$ cat src/rtl/arbitro_tx_32.sv
`timescale 1ns/1ps
// -----------------------------------------------------------------------------
// arbitro_tx_32
//
// Round-robin arbiter and sequencer that shares a single 32-bit UART word
// transmitter among N_REQ requesters (PC dump, register dump, memory dump,
// status, ...). One requester holds the grant at a time. Its words go out
// one by one, and each word is paced against the transmitter's ready line.
// A grant lasts until the requester flags its last word, stops presenting
// words, or reaches MAX_BURST words. Any of these releases the grant.
//
// Ports
//   i_clk        system clock, rising edge
//   i_reset      asynchronous reset, active low
//   i_req_valid  per-requester word valid, held until accepted
//   i_req_last   per-requester end-of-burst flag, sampled with the word
//   i_req_data   requester k's word at [k*NB_DATA +: NB_DATA]
//   o_req_ready  per-requester accept (combinational, only for the grantee)
//   o_grant      registered one-hot grant, zero when idle
//   o_tx_data    word presented to the transmitter
//   o_tx_valid   one-cycle start pulse to the transmitter
//   i_tx_ready   transmitter idle; drops after accepting, rises when done
//   o_busy       high whenever the sequencer is not idle
// -----------------------------------------------------------------------------
module arbitro_tx_32 #(
    parameter int NB_DATA   = 32,
    parameter int N_REQ     = 4,
    parameter int NB_SEL    = 2,
    parameter int MAX_BURST = 16,
    parameter int NB_BURST  = 5
) (
    input  logic                     i_clk,
    input  logic                     i_reset,
    input  logic [N_REQ-1:0]         i_req_valid,
    input  logic [N_REQ-1:0]         i_req_last,
    input  logic [N_REQ*NB_DATA-1:0] i_req_data,
    output logic [N_REQ-1:0]         o_req_ready,
    output logic [N_REQ-1:0]         o_grant,
    output logic [NB_DATA-1:0]       o_tx_data,
    output logic                     o_tx_valid,
    input  logic                     i_tx_ready,
    output logic                     o_busy
);

    typedef enum logic [1:0] {
        IDLE      = 2'd0,
        SEND      = 2'd1,
        WAIT_ACK  = 2'd2,
        WAIT_DONE = 2'd3
    } state_t;

    localparam logic [NB_BURST-1:0] BURST_LIMIT = NB_BURST'(MAX_BURST);
    localparam logic [NB_SEL-1:0]   LAST_SEL    = NB_SEL'(N_REQ - 1);

    // -------------------------------------------------------------------------
    // State
    // -------------------------------------------------------------------------
    state_t               state_reg;
    logic [N_REQ-1:0]     grant_reg;
    logic [NB_SEL-1:0]    sel_reg;          // index of the current grantee
    logic [NB_SEL-1:0]    ptr_reg;          // round-robin search start
    logic [NB_BURST-1:0]  burst_reg;        // words sent in this grant
    logic                 last_reg;         // last flag of the word in flight
    logic [NB_DATA-1:0]   tx_data_reg;
    logic                 tx_valid_reg;
    logic [1:0]           ack_cnt_reg;      // cycles spent in WAIT_ACK with ready high
    logic                 repulse_done_reg; // the single retry for this word is spent

    // -------------------------------------------------------------------------
    // Per-requester views of the flat data bus
    // -------------------------------------------------------------------------
    logic [NB_DATA-1:0] req_word [N_REQ];

    genvar gi;
    generate
        for (gi = 0; gi < N_REQ; gi++) begin : g_unpack
            assign req_word[gi] = i_req_data[gi*NB_DATA +: NB_DATA];
        end
    endgenerate

    logic [NB_DATA-1:0] sel_word;
    logic               sel_valid;
    logic               sel_last;
    logic [NB_SEL-1:0]  sel_inc;

    assign sel_word  = req_word[sel_reg];
    assign sel_valid = i_req_valid[sel_reg];
    assign sel_last  = i_req_last[sel_reg];
    assign sel_inc   = (sel_reg == LAST_SEL) ? '0 : sel_reg + NB_SEL'(1);

    // -------------------------------------------------------------------------
    // Round-robin pick: first asserted valid at ptr, ptr+1, ... (mod N_REQ).
    // The loop walks offsets from the far end back to zero so that the
    // smallest offset with a request is the one left standing.
    // -------------------------------------------------------------------------
    logic               pick_found;
    logic [NB_SEL-1:0]  pick_idx;
    logic [NB_SEL-1:0]  cand_idx;
    logic [N_REQ-1:0]   pick_onehot;

    always_comb begin
        pick_found = 1'b0;
        pick_idx   = ptr_reg;
        cand_idx   = ptr_reg;
        for (int i = N_REQ - 1; i >= 0; i--) begin
            cand_idx = NB_SEL'((int'(ptr_reg) + i) % N_REQ);
            if (i_req_valid[cand_idx]) begin
                pick_found = 1'b1;
                pick_idx   = cand_idx;
            end
        end
    end

    generate
        for (gi = 0; gi < N_REQ; gi++) begin : g_onehot
            assign pick_onehot[gi] = (pick_idx == NB_SEL'(gi));
        end
    endgenerate

    // -------------------------------------------------------------------------
    // Sequencer
    // -------------------------------------------------------------------------
    always_ff @(posedge i_clk or negedge i_reset) begin
        if (!i_reset) begin
            state_reg        <= IDLE;
            grant_reg        <= '0;
            sel_reg          <= '0;
            ptr_reg          <= '0;
            burst_reg        <= '0;
            last_reg         <= 1'b0;
            tx_data_reg      <= '0;
            tx_valid_reg     <= 1'b0;
            ack_cnt_reg      <= '0;
            repulse_done_reg <= 1'b0;
        end else begin
            // The start pulse is one cycle wide unless a state re-arms it.
            tx_valid_reg <= 1'b0;

            case (state_reg)
                IDLE: begin
                    if (pick_found) begin
                        grant_reg <= pick_onehot;
                        sel_reg   <= pick_idx;
                        burst_reg <= '0;
                        state_reg <= SEND;
                    end
                end

                SEND: begin
                    if (!sel_valid) begin
                        // Grantee has nothing more to send: end the burst
                        // quietly and hand the turn to the next index.
                        grant_reg <= '0;
                        ptr_reg   <= sel_inc;
                        state_reg <= IDLE;
                    end else if (i_tx_ready) begin
                        tx_data_reg      <= sel_word;
                        tx_valid_reg     <= 1'b1;
                        last_reg         <= sel_last;
                        if (burst_reg != BURST_LIMIT) begin
                            burst_reg <= burst_reg + NB_BURST'(1);
                        end
                        ack_cnt_reg      <= '0;
                        repulse_done_reg <= 1'b0;
                        state_reg        <= WAIT_ACK;
                    end
                    // valid with transmitter not ready: stall in place
                end

                WAIT_ACK: begin
                    if (!i_tx_ready) begin
                        state_reg <= WAIT_DONE;
                    end else begin
                        if (ack_cnt_reg != 2'd2) begin
                            ack_cnt_reg <= ack_cnt_reg + 2'd1;
                        end
                        // Ready still high at the end of the second cycle:
                        // the transmitter missed the pulse, so repeat it once
                        // with the data already held in tx_data_reg.
                        if (ack_cnt_reg == 2'd1 && !repulse_done_reg) begin
                            tx_valid_reg     <= 1'b1;
                            repulse_done_reg <= 1'b1;
                        end
                    end
                end

                WAIT_DONE: begin
                    if (i_tx_ready) begin
                        if (last_reg || burst_reg == BURST_LIMIT) begin
                            grant_reg <= '0;
                            ptr_reg   <= sel_inc;
                            state_reg <= IDLE;
                        end else begin
                            state_reg <= SEND;
                        end
                    end
                end

                default: begin
                    grant_reg <= '0;
                    state_reg <= IDLE;
                end
            endcase
        end
    end

    // -------------------------------------------------------------------------
    // Outputs
    // -------------------------------------------------------------------------
    // Only the grantee sees ready, and only while SEND can take a word.
    always_comb begin
        o_req_ready = '0;
        if (state_reg == SEND) begin
            o_req_ready = grant_reg & {N_REQ{i_tx_ready}};
        end
    end

    assign o_grant    = grant_reg;
    assign o_tx_data  = tx_data_reg;
    assign o_tx_valid = tx_valid_reg;
    assign o_busy     = (state_reg != IDLE);

endmodule

$ cat config.mk
export PLATFORM = sky130hd
export DESIGN_NAME = arbitro_tx_32
export DESIGN_NICKNAME = d
export VERILOG_FILES = /design/src/rtl/arbitro_tx_32.sv
export SDC_FILE = /design/constraint.sdc
export NUM_CORES = 1
export LEC_CHECK = 0
export ABC_AREA = 1
export CORE_ASPECT_RATIO = 0.6
export CORE_MARGIN = 2
export CORE_UTILIZATION = 44
export DETAILED_ROUTE_END_ITERATION = 8
export GPL_ROUTABILITY_DRIVEN = 0
export HOLD_SLACK_MARGIN = 0.12
export PLACE_DENSITY = 0.88
export SYNTH_ARGS = -nofsm -noshare
export SYNTH_HDL_FRONTEND = slang
export SYNTH_SLANG_ARGS = --single-unit
$ cat constraint.sdc
create_clock -name i_clk -period 5.15 [get_ports i_clk]
set_clock_uncertainty 0.15 [all_clocks]
set_input_delay 1.03 -clock i_clk [delete_from_list [all_inputs] [get_ports i_clk]]
set_output_delay 1.03 -clock i_clk [all_outputs]
set_load 0.02 [all_outputs]
# [Word-level counts from Yosys, hierarchy flattened]
# Index checks and enable logic that the tools add are counted.
[op_classes] add_sub_neg=6 order_cmp=6 n_eq_ne=23 mux=61 bitwise_logic=2 reduce_logical=18
[ops] cell="$bmux 32 s2" n=1
[ops] cell="$mux 32" n=2
[ops] cell="$mux 2" n=17
[ops] cell="$ne 2x2->1 const B" n=12
[ops] cell="$mux 4" n=5
[ops] cell="$mux 5" n=4
[ops] cell="$reduce_and 5->1" n=4
[ops] cell="$mux 1" n=19
[ops] cell="$lt 2x3->1 const B" n=5
[ops] cell="$bmux 1 s2" n=6
[ops] cell="$pmux 4 s3" n=1
[ops] cell="$eq 2x2->1 const B" n=5
[ops] cell="$pmux 5 s2" n=1
[ops] cell="$pmux 2 s2" n=2
[ops] cell="$pmux 2 s4" n=1
[ops] cell="$reduce_and 4->1" n=2
[ops] cell="$reduce_bool 2->1" n=4
[ops] cell="$add 2x1->2 const B" n=3
[ops] cell="$eq 2x1->1 const B" n=3
[ops] cell="$add 5x1->5 const B" n=1
[ops] cell="$eq 5x5->1 const B" n=1
[ops] cell="$ne 5x5->1 const B" n=1
[ops] cell="$add 2x2->2 const B" n=2
[ops] cell="$and 4x4->4" n=1
[ops] cell="other kinds (11)" n=13
[word_totals] register_bits=52 inputBits=139 output_inout_bits=42 wordCells=126

# [Logic depth before layout (Yosys ltp)]
[logic_depth] word_depth=10 ltp_mapped=13 depth_no_buf=13

# [Worst setup path before layout]
# No wires, ideal clock.
[synth_path] path_kind="input-to-output" start="in i_tx_ready" end="out o_req_ready[0]" arrival_time_ns=1.446 slack_ns=2.524 path_stages=2 cell_sequence="nand2_2 -> nor2_1"
[synth_between] elab_chain_len=2
[synth_lines] item="start: declaration" line_no="41" rtl="input logic i_tx_ready,"
[synth_lines] item="$and 4x4->4" line_no="214" rtl="o_req_ready = grant_reg & {N_REQ{i_tx_ready}};"
[synth_lines] item="$mux 4" line_no="213" rtl="if (state_reg == SEND) begin"
[synth_lines] item="end: declaration" line_no="37" rtl="output logic [N_REQ-1:0] o_req_ready,"
# No other way between the ends.

# [Final worst setup path]
[layout_path] start="in i_tx_ready" end="out o_req_ready[1]"
# The elaborated chain is that of the path after synthesis.

==> metrics.cfg <==
[run_status]
status = completed

[yosys]
synth_edf_count = 0
ys_warn_count = 0
ys_seq_area_share_pct = 35.65
synthesis.nets = 685
synth_most_common_cell = nand2_1
synth_top_cell_by_area = dfrtp_1
async_flop_share_pct = 100.0
synth_top_area_share_pct = 35.65
yosys-top-cells-count = nand2_1, nor2_1, o21ai_0
synth_cells = 535
synthTopCellsByArea = dfrtp_1, nand2_1, o21ai_0
synth_flop_cell = dfrtp_1
synth.distinct_cells = 34
synth.cell_area_mm2 = 0.003650
ys_ff_latch = 52
syn_area_per_cell_um2 = 6.822

[placement]
place_hpwl_um = 8508
portBuffers = 180
dp_slack_ps = 1510

[detailed_routing]
vias_per_cell = 5.249
ant_nets = 0
wire_per_inst_um = 14.24
drtIter0Drc = 346
drt-pass1-iter-count = 5
remaining_drc_errors = 0
vias = 4210
drt-total-wl_um = 11420

[worst_hold_path]
hold_path.class = flop to flop

[global_routing]
antenna_found_initial = 0
grt_pass1_vias = 4044
grt-ovfl-total = 0
grt_max_degree = 71
grt_pass1_wl_um = 18460
track_usage_pct = 25.49

[clocking]
numCtsBuffers = 5
cts_setup_buffers = 0
root_buffer = clkbuf_16
cts.sinks = 52
clock_path_buffers = 2
clk_latency_ps = 280
cts_tree = done
cts-resized-gates = 0
holdBufCountCts = 0
clkTransAtPathRegs_ps = 60
htreeDepth = 2

[timing]
fin_crit_sh_pct = 70.63
rsz0062_at_grt = false
slew_headroom_pct = 18.35
final_hold_viol_count = 0
worst_pin_slew_ps = 1225
setup_violations = 0
slew_violations = 0
fmax_mhz = 274.9
tns_ps = 0
finalWorstSetupSlack_ps = 1513
period_needed_ps = 3637

[final_layout]
syn_to_final_growth_pct = 53.03
antenna_cells = 0
largest_reg_flops = 32
layout.nets = 845
drive_gt1_share_pct = 7.349

[setup_path]
startpoint_type = input port
cp_max_fo = 5
cp_data_required_time_ps = 3970
crit_type = input port to primary output
cp_data_arrival_time_ps = 2460
endpoint_kind = primary output

[floorplanning]
io_pins = 181
die_w_um = 121.6
core_mm2 = 0.007945
initial_core_util_pct = 45.94
die-area_mm2 = 0.009063
die_h_um = 74.55
rows = 25

[power_and_ir_drop]
vdd_drop_max_mv = 0.2748
cellLeakagePower_nw = 2.515
power_density_mw_per_mm2 = 536.8

[job]
drv_cap = 0

[metal layers]
| metal | share of wire (%) | global-route usage (%) | up-vias |
|---|---|---|---|
| li1 | - | - | 2065 |
| met1 | 42 | 31.96 | 1944 |
| met2 | 47 | 45.44 | 182 |
| met3 | 9.1 | 5.675 | 19 |
| met4 | 1.6 | 6.641 | 0 |
| met5 | 0 | 0 | - |
[path summary, 6_finish.rpt]
kind	startpoint	to	slack (ps)	cells past startpoint
max in group asynchronous	i_reset	sel_reg[0]$_DFFE_PN0P_	3690	2
min in group asynchronous	i_reset	o_tx_data[10]$_DFFE_PN0P_	700	2
setup / recovery	i_tx_ready	o_req_ready[1]	1510	4
setup reg to reg	sel_reg[1]$_DFFE_PN0P_	o_tx_data[7]$_DFFE_PN0P_	1730	7
hold reg to reg	o_tx_data[3]$_DFFE_PN0P_	o_tx_data[3]$_DFFE_PN0P_	330	2
hold / removal	o_tx_data[3]$_DFFE_PN0P_	o_tx_data[3]$_DFFE_PN0P_	330	2
[worst max-delay path: stages]
cell             delay (ps)
clkdlybuf4s50_1         510
nand2_2                 160
nor2_1                  130
clkdlybuf4s50_1         620
[kinds of logic after synthesis]
kind of cell               count (synthesis)  synth area share [%]
and+or+nand+nor                          283                 33.49
buffers and inverters                     63                 7.508
DFF                                       52                 35.65
adders and majority gates                 11                 3.771
AOI/OAI and AO/OA                        124                 19.10
xor gates and xnor gates                   2                0.4800
[metrics by stage]
stage | util, % | area [um^2] | instances | power [mW] | hold WS [ps]
2_1_floorplan | - | 3650 | 535 | 2.045 | 290.3
3_3_place_gp | 68.68 | 5456 | 796 | 2.605 | 314.0
3_5_place_dp | 68.68 | 5456 | 796 | 2.688 | 315.4
4_1_cts | 70.30 | 5585 | 802 | 3.004 | 332.1
5_1_grt | 70.30 | 5585 | 802 | 3.248 | 343.6
6_report | 70.30 | 5585 | 802 | 2.998 | 328.5
[cell usage in the layout (no fill, tap or decap), types with 2 or more instances in the layout]
cell / synthesis / final
o21ai_1: 4 / 4
xor2_1: 2 / 2
o31ai_1: 2 / 2
o22ai_1: 33 / 33
inv_2: 7 / 7
nor2_1: 79 / 79
nand4_1: 3 / 3
o21ai_2: 4 / 4
inv_1: 25 / 25
clkdlybuf4s50_1: 0 / 179
a21oi_1: 6 / 6
buf_4: 1 / 2
o21ai_0: 71 / 71
dfrtp_1: 52 / 51
nand3_1: 14 / 14
inv_4: 2 / 2
nand2_1: 159 / 159
nand2_4: 3 / 3
nand3_2: 5 / 5
nand2_2: 14 / 14
clkbuf_16: 0 / 5
ha_1: 11 / 11
[power breakdown]
group | total (mW) | internal, mW | switching, mW
registers | 0.749 | 0.588 | 0.162
logic | 1.94 | 0.768 | 1.17
clock network | 0.309 | 0.175 | 0.134
total | 3.00 | 1.53 | 1.47
[final cells by class]
cell class                 count  area, um^2
multi-input combinational    420        2074
inverter                      34       132.6
fill                         642        2360
clock buffer                   6       128.9
sequential                    52        1303
timing repair buffer         182        1812
tap                          108       135.1
Power figures use the tool's default switching activity.
